### src/rtl/him_event_loader_pkg.sv
// Shared widths, FSM state encoding and the hit-word mask helper for the HIMPP event loader.
package him_event_loader_pkg;

  localparam int NROWS_HIM        = 16;
  localparam int ROWINDEXBITS_HIM = 4;
  localparam int HITINFOBITS      = 8;
  localparam int MAXHITS          = 4;
  localparam int MAXHITNBITS      = 3;
  localparam int HIM_RD_LATENCY   = 4;
  localparam int DRAIN_CYCLES     = 6;
  localparam int OUTFIFO_DEPTH    = 8;

  localparam int NCOLS_HIM   = MAXHITS * HITINFOBITS;
  localparam int TAGBITS     = ROWINDEXBITS_HIM + MAXHITNBITS;
  localparam int FIFOBITS    = TAGBITS + NCOLS_HIM;
  localparam int FIFOCNTBITS = $clog2(OUTFIFO_DEPTH + 1);
  localparam int DRAINBITS   = $clog2(DRAIN_CYCLES + 1);

  typedef enum logic [2:0] {
    ST_FILL,
    ST_DRAIN,
    ST_SCAN,
    ST_FINISH,
    ST_CLEAR
  } state_e;

  // Keeps only the hit slots below nhits; anything above is stale HIM content.
  function automatic logic [NCOLS_HIM-1:0] hit_mask(input logic [MAXHITNBITS-1:0] nhits);
    logic [NCOLS_HIM-1:0] m;
    m = '0;
    for (int unsigned k = 0; k < MAXHITS; k++) begin
      if (k < 32'(nhits)) m[k*HITINFOBITS +: HITINFOBITS] = '1;
    end
    return m;
  endfunction

endpackage

### src/rtl/him_event_loader_rd_fifo.sv
// Synchronous FIFO holding {row, nhits, masked hit word} beats for the readout stream.
module him_rd_fifo
  import him_event_loader_pkg::*;
#(
  parameter int unsigned WIDTH = 8,
  parameter int unsigned DEPTH = 8,
  localparam int unsigned AW = $clog2(DEPTH),
  localparam int unsigned CW = $clog2(DEPTH + 1)
) (
  input  logic             clk,
  input  logic             reset,
  input  logic             push,
  input  logic [WIDTH-1:0] din,
  input  logic             pop,
  output logic [WIDTH-1:0] dout,
  output logic             empty,
  output logic [CW-1:0]    count
);

  logic [WIDTH-1:0] mem_q [DEPTH];
  logic [AW-1:0]    wr_ptr_q, rd_ptr_q;
  logic [CW-1:0]    count_q;
  logic             full, do_push, do_pop;

  assign empty   = (count_q == '0);
  assign full    = (count_q == CW'(DEPTH));
  assign do_push = push && !full;
  assign do_pop  = pop && !empty;
  assign dout    = mem_q[rd_ptr_q];
  assign count   = count_q;

  always_ff @(posedge clk) begin
    if (do_push) mem_q[wr_ptr_q] <= din;
  end

  always_ff @(posedge clk) begin
    if (reset) begin
      wr_ptr_q <= '0;
      rd_ptr_q <= '0;
      count_q  <= '0;
    end else begin
      if (do_push) wr_ptr_q <= (wr_ptr_q == AW'(DEPTH - 1)) ? '0 : wr_ptr_q + AW'(1);
      if (do_pop)  rd_ptr_q <= (rd_ptr_q == AW'(DEPTH - 1)) ? '0 : rd_ptr_q + AW'(1);
      count_q <= count_q + CW'(do_push) - CW'(do_pop);
    end
  end

endmodule

### src/rtl/him_event_loader.sv
// HIMPP requester: counts hits per row while filling, then scans rows and streams back masked hit words.
module him_event_loader
  import him_event_loader_pkg::*;
(
  input  logic                        clk,
  input  logic                        reset,
  input  logic                        hit_valid,
  output logic                        hit_ready,
  input  logic [ROWINDEXBITS_HIM-1:0] hit_row,
  input  logic [HITINFOBITS-1:0]      hit_info,
  input  logic                        flush,
  input  logic                        him_ready,
  output logic                        writeRow,
  output logic [ROWINDEXBITS_HIM-1:0] inputRowToWrite,
  output logic [NCOLS_HIM-1:0]        inputHitInfo,
  output logic [MAXHITNBITS-1:0]      nOldHits,
  output logic [MAXHITNBITS-1:0]      nNewHits,
  output logic                        readRow,
  output logic [ROWINDEXBITS_HIM-1:0] inputRowToRead,
  input  logic [NCOLS_HIM-1:0]        hitInfo_read,
  output logic                        rd_valid,
  input  logic                        rd_ready,
  output logic [ROWINDEXBITS_HIM-1:0] rd_row,
  output logic [MAXHITNBITS-1:0]      rd_nhits,
  output logic [NCOLS_HIM-1:0]        rd_data,
  output logic                        overflow,
  output logic                        done
);

  state_e                        state_q, state_d;
  logic [ROWINDEXBITS_HIM-1:0]   ptr_q, ptr_d;
  logic [DRAINBITS-1:0]          dcnt_q, dcnt_d;
  logic [MAXHITNBITS-1:0]        cnt_q [NROWS_HIM];
  logic                          overflow_q;
  logic                          wr_q, rd_q;
  logic [ROWINDEXBITS_HIM-1:0]   wrow_q, rrow_q;
  logic [NCOLS_HIM-1:0]          winfo_q;
  logic [MAXHITNBITS-1:0]        nold_q, nnew_q;
  logic [HIM_RD_LATENCY:0]       vld_q;
  logic [TAGBITS-1:0]            tag_q [HIM_RD_LATENCY+1];

  logic                          accept, issue, step, credit_ok;
  logic [FIFOCNTBITS:0]          occ;
  logic [FIFOBITS-1:0]           fifo_din, fifo_dout;
  logic                          fifo_empty;
  logic [FIFOCNTBITS-1:0]        fifo_count;
  logic [TAGBITS-1:0]            tag_out;

  // Reads in flight (tag pipe) plus FIFO occupancy must stay below depth so every return has a slot.
  always_comb begin
    occ = {1'b0, fifo_count};
    for (int unsigned i = 0; i <= HIM_RD_LATENCY; i++) occ = occ + (FIFOCNTBITS+1)'(vld_q[i]);
    credit_ok = occ < (FIFOCNTBITS+1)'(OUTFIFO_DEPTH);
  end

  always_comb begin
    state_d   = state_q;
    ptr_d     = ptr_q;
    dcnt_d    = dcnt_q;
    hit_ready = 1'b0;
    issue     = 1'b0;
    step      = 1'b0;
    case (state_q)
      ST_FILL: begin
        hit_ready = him_ready;
        dcnt_d    = '0;
        if (flush) state_d = ST_DRAIN;
      end
      ST_DRAIN: begin
        if (dcnt_q != DRAINBITS'(DRAIN_CYCLES)) dcnt_d = dcnt_q + 1'b1;
        else if (him_ready) begin
          state_d = ST_SCAN;
          ptr_d   = '0;
        end
      end
      ST_SCAN: begin
        if (cnt_q[ptr_q] == '0) step = 1'b1;
        else if (credit_ok) begin
          issue = 1'b1;
          step  = 1'b1;
        end
        if (step) begin
          if (ptr_q == ROWINDEXBITS_HIM'(NROWS_HIM - 1)) state_d = ST_FINISH;
          else ptr_d = ptr_q + 1'b1;
        end
      end
      ST_FINISH: if (vld_q == '0 && fifo_empty) state_d = ST_CLEAR;
      ST_CLEAR:  state_d = ST_FILL;
      default:   state_d = ST_FILL;
    endcase
  end

  assign accept = hit_valid && hit_ready;
  assign done   = (state_q == ST_CLEAR);

  always_ff @(posedge clk) begin
    if (reset) begin
      state_q <= ST_FILL;
      ptr_q   <= '0;
      dcnt_q  <= '0;
    end else begin
      state_q <= state_d;
      ptr_q   <= ptr_d;
      dcnt_q  <= dcnt_d;
    end
  end

  always_ff @(posedge clk) begin
    if (reset) begin
      for (int unsigned r = 0; r < NROWS_HIM; r++) cnt_q[r] <= '0;
      overflow_q <= 1'b0;
      wr_q       <= 1'b0;
      rd_q       <= 1'b0;
      wrow_q     <= '0;
      rrow_q     <= '0;
      winfo_q    <= '0;
      nold_q     <= '0;
      nnew_q     <= '0;
      vld_q      <= '0;
    end else begin
      wr_q   <= 1'b0;
      nnew_q <= '0;
      rd_q   <= issue;
      vld_q  <= {vld_q[HIM_RD_LATENCY-1:0], issue};
      if (accept) begin
        if (cnt_q[hit_row] != MAXHITNBITS'(MAXHITS)) begin
          wr_q           <= 1'b1;
          wrow_q         <= hit_row;
          winfo_q        <= NCOLS_HIM'(hit_info);
          nold_q         <= cnt_q[hit_row];
          nnew_q         <= MAXHITNBITS'(1);
          cnt_q[hit_row] <= cnt_q[hit_row] + 1'b1;
        end else begin
          overflow_q <= 1'b1;
        end
      end
      if (issue) rrow_q <= ptr_q;
      if (done) begin
        for (int unsigned r = 0; r < NROWS_HIM; r++) cnt_q[r] <= '0;
        overflow_q <= 1'b0;
      end
    end
  end

  always_ff @(posedge clk) begin
    tag_q[0] <= {ptr_q, cnt_q[ptr_q]};
    for (int unsigned i = 1; i <= HIM_RD_LATENCY; i++) tag_q[i] <= tag_q[i-1];
  end

  assign tag_out  = tag_q[HIM_RD_LATENCY];
  assign fifo_din = {tag_out, hitInfo_read & hit_mask(tag_out[MAXHITNBITS-1:0])};

  him_rd_fifo #(
    .WIDTH (FIFOBITS),
    .DEPTH (OUTFIFO_DEPTH)
  ) u_fifo (
    .clk   (clk),
    .reset (reset),
    .push  (vld_q[HIM_RD_LATENCY]),
    .din   (fifo_din),
    .pop   (rd_valid && rd_ready),
    .dout  (fifo_dout),
    .empty (fifo_empty),
    .count (fifo_count)
  );

  assign rd_valid        = !fifo_empty;
  assign rd_row          = rd_valid ? fifo_dout[FIFOBITS-1 -: ROWINDEXBITS_HIM] : '0;
  assign rd_nhits        = rd_valid ? fifo_dout[NCOLS_HIM +: MAXHITNBITS] : '0;
  assign rd_data         = rd_valid ? fifo_dout[NCOLS_HIM-1:0] : '0;
  assign writeRow        = wr_q;
  assign inputRowToWrite = wrow_q;
  assign inputHitInfo    = winfo_q;
  assign nOldHits        = nold_q;
  assign nNewHits        = nnew_q;
  assign readRow         = rd_q;
  assign inputRowToRead  = rrow_q;
  assign overflow        = overflow_q;

endmodule

### config.mk
export PLATFORM = sky130hd
export DESIGN_NAME = him_event_loader
export DESIGN_NICKNAME = d
export VERILOG_FILES = /design/src/rtl/him_event_loader_pkg.sv /design/src/rtl/him_event_loader_rd_fifo.sv /design/src/rtl/him_event_loader.sv
export SDC_FILE = /design/constraint.sdc
export NUM_CORES = 1
export LEC_CHECK = 0
export CAP_MARGIN = 5
export CELL_PAD_IN_SITES_DETAIL_PLACEMENT = 1
export CELL_PAD_IN_SITES_GLOBAL_PLACEMENT = 1
export CORE_MARGIN = 10
export CORE_UTILIZATION = 45
export DETAILED_ROUTE_END_ITERATION = 6
export PLACE_DENSITY_LB_ADDON = 0.25
export SETUP_SLACK_MARGIN = 0.3
export SKIP_LAST_GASP = 1
export SYNTH_ARGS = -nofsm -noshare
export SYNTH_HDL_FRONTEND = slang
export SYNTH_SLANG_ARGS = --single-unit
### constraint.sdc
create_clock -name clk -period 7.2 [get_ports clk]
set_input_delay 1.44 -clock clk [delete_from_list [all_inputs] [get_ports clk]]
set_output_delay 1.44 -clock clk [all_outputs]
set_load 0.1 [all_outputs]
; ---- Yosys cells after proc, flatten, opt, wreduce, memory -nomap -nowiden
; Memories as Yosys holds them, arrays and structs flattened. A register that Yosys moved wholly into a read port is not among the register bits.
; Cells that the tools add are included.
[totals]
in_bits = 50
mem_bits_ro = 0
elab_cells = 157
latchBits = 0
mem_count = 3
regBits = 50
ramBits = 395
[mem_list]
columns = name, depth, width, rd, rd_clocked_by_memory_dff, write_ports, line_no
row1 = u_fifo.mem_q, 8, 39, 1, 1, 1, him_event_loader_rd_fifo.sv:20  ; logic [WIDTH-1:0] mem_q [DEPTH];
row2 = cnt_q, 16, 3, 2, 1, 16, him_event_loader.sv:33  ; logic [MAXHITNBITS-1:0] cnt_q [NROWS_HIM];
row3 = tag_q, 5, 7, 5, 0, 5, him_event_loader.sv:40  ; logic [TAGBITS-1:0] tag_q [HIM_RD_LATENCY+1];
[op_classes]
n_reduce_logical = 21
multipliers = 0
addsub = 12
n_bitwise = 19
eq_ne = 18
magnitude_cmp = 5
n_div = 0
shift = 0
mux = 64
[op_table]
columns = op, count
row1 = two-way mux 3 bit, 29
row2 = AND 32 bit, 1
row3 = two-way mux 32 bit, 1
row4 = two-way mux 4 bit, 8
row5 = two-way mux 8 bit, 4
row6 = adder 5 x 1 -> 5 bit, 4
row7 = two-way mux 1 bit, 19
row8 = inequality test 2 bit (second input constant), 8
row9 = OR 1 bit, 16
row10 = adder 3 x 1 -> 3 bit (second input constant), 4
row11 = one-hot mux 3 bit (4 select lines), 1
row12 = == test 3 bit (second input constant), 3
row13 = == test 4 bit (second input constant), 2
row14 = one-hot mux 4 bit (2 select lines), 1
row15 = == test 3 x 2 -> 1 bit (second input constant), 2
row16 = logical NOT 3 bit, 2
row17 = < comparator 1 x 3 -> 1 bit (first input constant), 2
row18 = < comparator 2 x 3 -> 1 bit (first input constant), 2
row19 = inequality test 3 bit (second input constant), 2
row20 = one-hot mux 3 bit (2 select lines), 1
row21 = AND reduction 2 bit, 3
row22 = AND reduction 6 bit, 1
row23 = adder 4 x 1 -> 5 bit, 1
row24 = logical AND 1 bit, 5
row25 = other kinds (13), 17

; ---- Logic depth before layout (Yosys ltp)
[logic_depth]
ltp_word = 13
depth_mapped = 13

; ---- By module
; A second synthesis with hierarchy kept.
[unflattened]
hier_cells = 1061
hier_area_um2 = 18400.1
[by_module_without_submodules]
columns = module, n_inst, area_each_um2, cells_per_inst
row1 = him_rd_fifo, 1, 12478.2, 529
row2 = him_event_loader, 1, 5921.9, 532

; ---- Worst setup path before layout
; No wires, ideal clock.
[synth_timing]
path_type = register -> register
start = reg u_fifo.count_q[2] (netlist: u_fifo.count[2])
end = mem u_fifo.mem_q[0][0] (netlist bit) (enable)
setup_ns = 0.533
arrival_time_ns = 4.523
slack_ns = 2.145
stages_incl_launch_ff = 6
period_less_slack_ns = 5.055
n_path_buf = 0
cell_sequence = dfxtp_1 inv_1 ha_1 nand2_1 nand2_1 nor4_1
[synth_via]
elab_chain_len = 5
[synth_lines]
columns = item, line_no
row1 = start: declaration, him_event_loader_rd_fifo.sv:22  ; logic [CW-1:0] count_q;
row2 = start signal: assignment, him_event_loader_rd_fifo.sv:44  ; count_q <= count_q + CW'(do_push) - CW'(do_pop);
row3 = == test 4 bit, him_event_loader_rd_fifo.sv:26  ; assign full = (count_q == CW'(DEPTH));
row4 = logical NOT 1 bit, him_event_loader_rd_fifo.sv:27  ; assign do_push = push && !full;
row5 = logical AND 1 bit, him_event_loader_rd_fifo.sv:27
row6 = two-way mux 1 bit, him_event_loader_rd_fifo.sv:33  ; if (do_push) mem_q[wr_ptr_q] <= din;
row7 = two-way mux 1 bit (implied by the code), him_event_loader_rd_fifo.sv:33
row8 = end: declaration, him_event_loader_rd_fifo.sv:20
; No other way between the ends.

==> impl_metrics.json <==
{
  "status": "completed",
  "routed_wl_um": 40100,
  "initial_utilization_pct": 45.4,
  "crit_buf_inv": 2,
  "clk_pin_slew_ns": 0.06,
  "power.density_mw_per_mm2": 369,
  "min_to": "tag_q[0][21]",
  "hpwl_um": 24300,
  "drive_gt1_share_pct": 17.3,
  "firstDrtPassIters": 5,
  "postCtsSetupBuffers": 0,
  "clk_latency_ns": 0.55,
  "grt_pass1_wl_um": 61700,
  "dpl_worst_slack_ns": 1.55,
  "fillers": 3725,
  "final_nets": 1266,
  "gp_congestion": 0.804,
  "synth_seq_cells": 449,
  "synth_cells": 1069,
  "dp_cells": 1671,
  "crit_cells": 5,
  "criticalPathCategory": "register to output pin",
  "finalNonFillerCells": 1754,
  "clock-sinks": 449,
  "via_count": 9441,
  "p_leak_nw": 6.90,
  "cp_top_family": "buffers and inverters",
  "regArea_sq_mm": 0.0126,
  "syn_area_per_cell_sq_um": 16.9,
  "fin_crit_ns": 5.29,
  "ys_seq_area_share_pct": 69.7,
  "critical_path_required_ns": 5.76,
  "cts_max_level": 2,
  "cp_cell_sequence": "buf_4 > mux4_2 > mux2i_1 > nor2_1 > clkdlybuf4s50_1",
  "clock_skew_ns": 0.0166,
  "async_flop_share_pct": 0,
  "synth_top_flop_cell": "edfxtp_1",
  "crit_fanout": 43,
  "post_drt_wl_per_cell_um": 22.9,
  "cts-resized-gates": 0,
  "hold_path_class": "register to register",
  "cts_buffer_depth": 3,
  "grt_pass1_vias": 10400,
  "tightest_slew_ns": 1.18,
  "multi_input_area_sq_mm": 0.00508,
  "io_buffers": 114,
  "min-delay-start": "tag_q[0][14]",
  "drc": 0,
  "antenna_found_initial": 0,
  "die_h_um": 220,
  "setup_tns_ns": 0,
  "cts_made_buffers": 46,
  "coreArea_sq_mm": 0.0397,
  "rsz0062_at_grt": "no",
  "maxCapViolations": 0,
  "r2r_setup_slack_ns": 3.84,
  "final_core_util_pct": 53.3,
  "synth_edf_count": 360,
  "cpPeakStageDelay_ns": 1.00,
  "cp-start-kind": "register",
  "final_antenna_net_count": 0,
  "ir_drop_mv": 0.177,
  "grt_use_total_pct": 16.7,
  "r2r_cells": 6,
  "netlist_area_sq_mm": 0.0181,
  "cp-end-kind": "output pin",
  "synth_cell_types": 53,
  "fin_ws_ns": 1.91,
  "grt_max_degree": 58,
  "hold_depth": 0,
  "maxSlewViolCount": 0,
  "cts_tree": "yes",
  "finalHoldViolations": 0,
  "first_iter_violations": 639,
  "rows": 73,
  "ctsHoldBuffers": 0,
  "grt_overflow": 0,
  "dieArea_sq_mm": 0.0485,
  "arrival_ns": 3.85,
  "finalCritPeriodShare_pct": 73.5,
  "clockRootBuffer": "clkbuf_16",
  "yosys_warnings": 0,
  "via_per_inst": 5.38,
  "setup_viol": 0,
  "relSlewSlack_pct": 21.2,
  "fmax_mhz": 189,
  "ios": 141,
  "diodes": 0,
  "crit_path_top_delay_cell": "clkdlybuf4s50_1",
  "layout-area-overhead-vs-synth_pct": 17.2,
  "die_x_um": 220
}
-- cell type report --
cell class | count | area share [%]
Inverter | 22 | 0.414
Timing Repair Buffer | 132 | 6.01
Tap cell | 525 | 3.10
Sequential cell | 449 | 59.5
Multi-Input combinational cell | 543 | 24.0
Clock buffer | 63 | 5.98
Clock inverter | 20 | 0.958
-- layout by cell type, fill, tap and decap left out, drive strengths merged, types with 11 or more instances in the layout --
cell type and count:
edfxtp 360, nor2 137, clkdlybuf4s50 113, mux4 104, dfxtp 89, clkbuf 63
mux2i 60, nand2 38, nor2b 34, conb 26, a21oi 22, inv 22
o21ai 22, ha 19, buf 19, nand3 15, nor3 14, clkinv 14
and2 11
-- logic make-up (layout without fill, tap and decap cells) --
logic type | count (synthesis) | in the layout | synth area share, %
mux | 164 | 164 | 16.3
simple gates | 269 | 269 | 7.25
fa+ha+maj | 22 | 22 | 1.65
other cells | 1 | 26 | 0.0208
buf+inv | 102 | 237 | 2.94
flops | 449 | 449 | 69.7
compound gates | 58 | 58 | 1.89
xor+xnor | 4 | 4 | 0.194
-- power breakdown --
| group | internal, mW | switching, mW | leakage, nW | total (mW) |
|---|---|---|---|---|
| clock network | 1.37 | 0.943 | 0.710 | 2.32 |
| registers | 2.89 | 0.140 | 4.07 | 3.03 |
| logic | 0.696 | 1.78 | 2.12 | 2.47 |
| total | 4.96 | 2.86 | 6.90 | 7.82 |
-- metal layers --
metal / wire [um] / global-route usage (%) / share of wire [%] / vias to the layer above
met5: 0 / 0 / 0 / -
met3: 2120 / 3.54 / 5.3 / 42
met4: 520 / 3.47 / 1.3 / 0
met2: 21300 / 30.1 / 53 / 210
met1: 16300 / 20.2 / 40 / 4908
li1: - / - / - / 4281
-- per-stage QoR --
stage	power (mW)	hold WS (ns)	instance area, sq um
2_1_floorplan	4.99	0.310	18100
3_3_place_gp	5.56	0.310	19700
3_5_place_dp	5.59	0.313	19700
4_1_cts	7.92	0.324	21200
5_1_grt	8.14	0.329	21200
6_report	7.82	0.322	21200
-- Yosys cell counts, drive strengths merged, types with 15 or more instances --
cell,number,share of area [%]
nor2b,34,1.2
dfxtp,89,9.9
edfxtp,360,60
inv,21,0.44
mux4,104,13
nand2,38,0.83
o21ai,22,0.61
clkbuf,33,0.69
mux2i,60,3.3
buf,47,1.8
a21oi,22,0.61
nor2,137,3.3
nand3,15,0.42
ha,19,1.3
-- registers in the layout, indices dropped and copies added, names as in the netlist, named ones only --
name             flops
cnt_q               48
dcnt_q               3
inputHitInfo         8
inputRowToRead       4
inputRowToWrite      4
nNewHits             1
nOldHits             3
overflow             1
ptr_q                4
state_q              3
tag_q               35
u_fifo.count         4
u_fifo.mem_q       312
u_fifo.rd_ptr_q      3
u_fifo.wr_ptr_q      3
vld_q                5
writeRow             1
-- worst max-delay path by stage --
stage,startpoint,to,slack [ns]
2_1_floorplan,u_fifo.count[2],u_fifo.mem_q[0][0],2.14
3_3_place_gp,hit_row[0],cnt_q[12][0],1.60
3_5_place_dp,hit_row[0],cnt_q[14][0],1.55
4_1_cts,register,rd_data[4],1.80
5_1_grt,register,rd_data[29],1.64
6_report,register,rd_data[4],1.91
No activity file was read; power rests on OpenSTA's default activity.
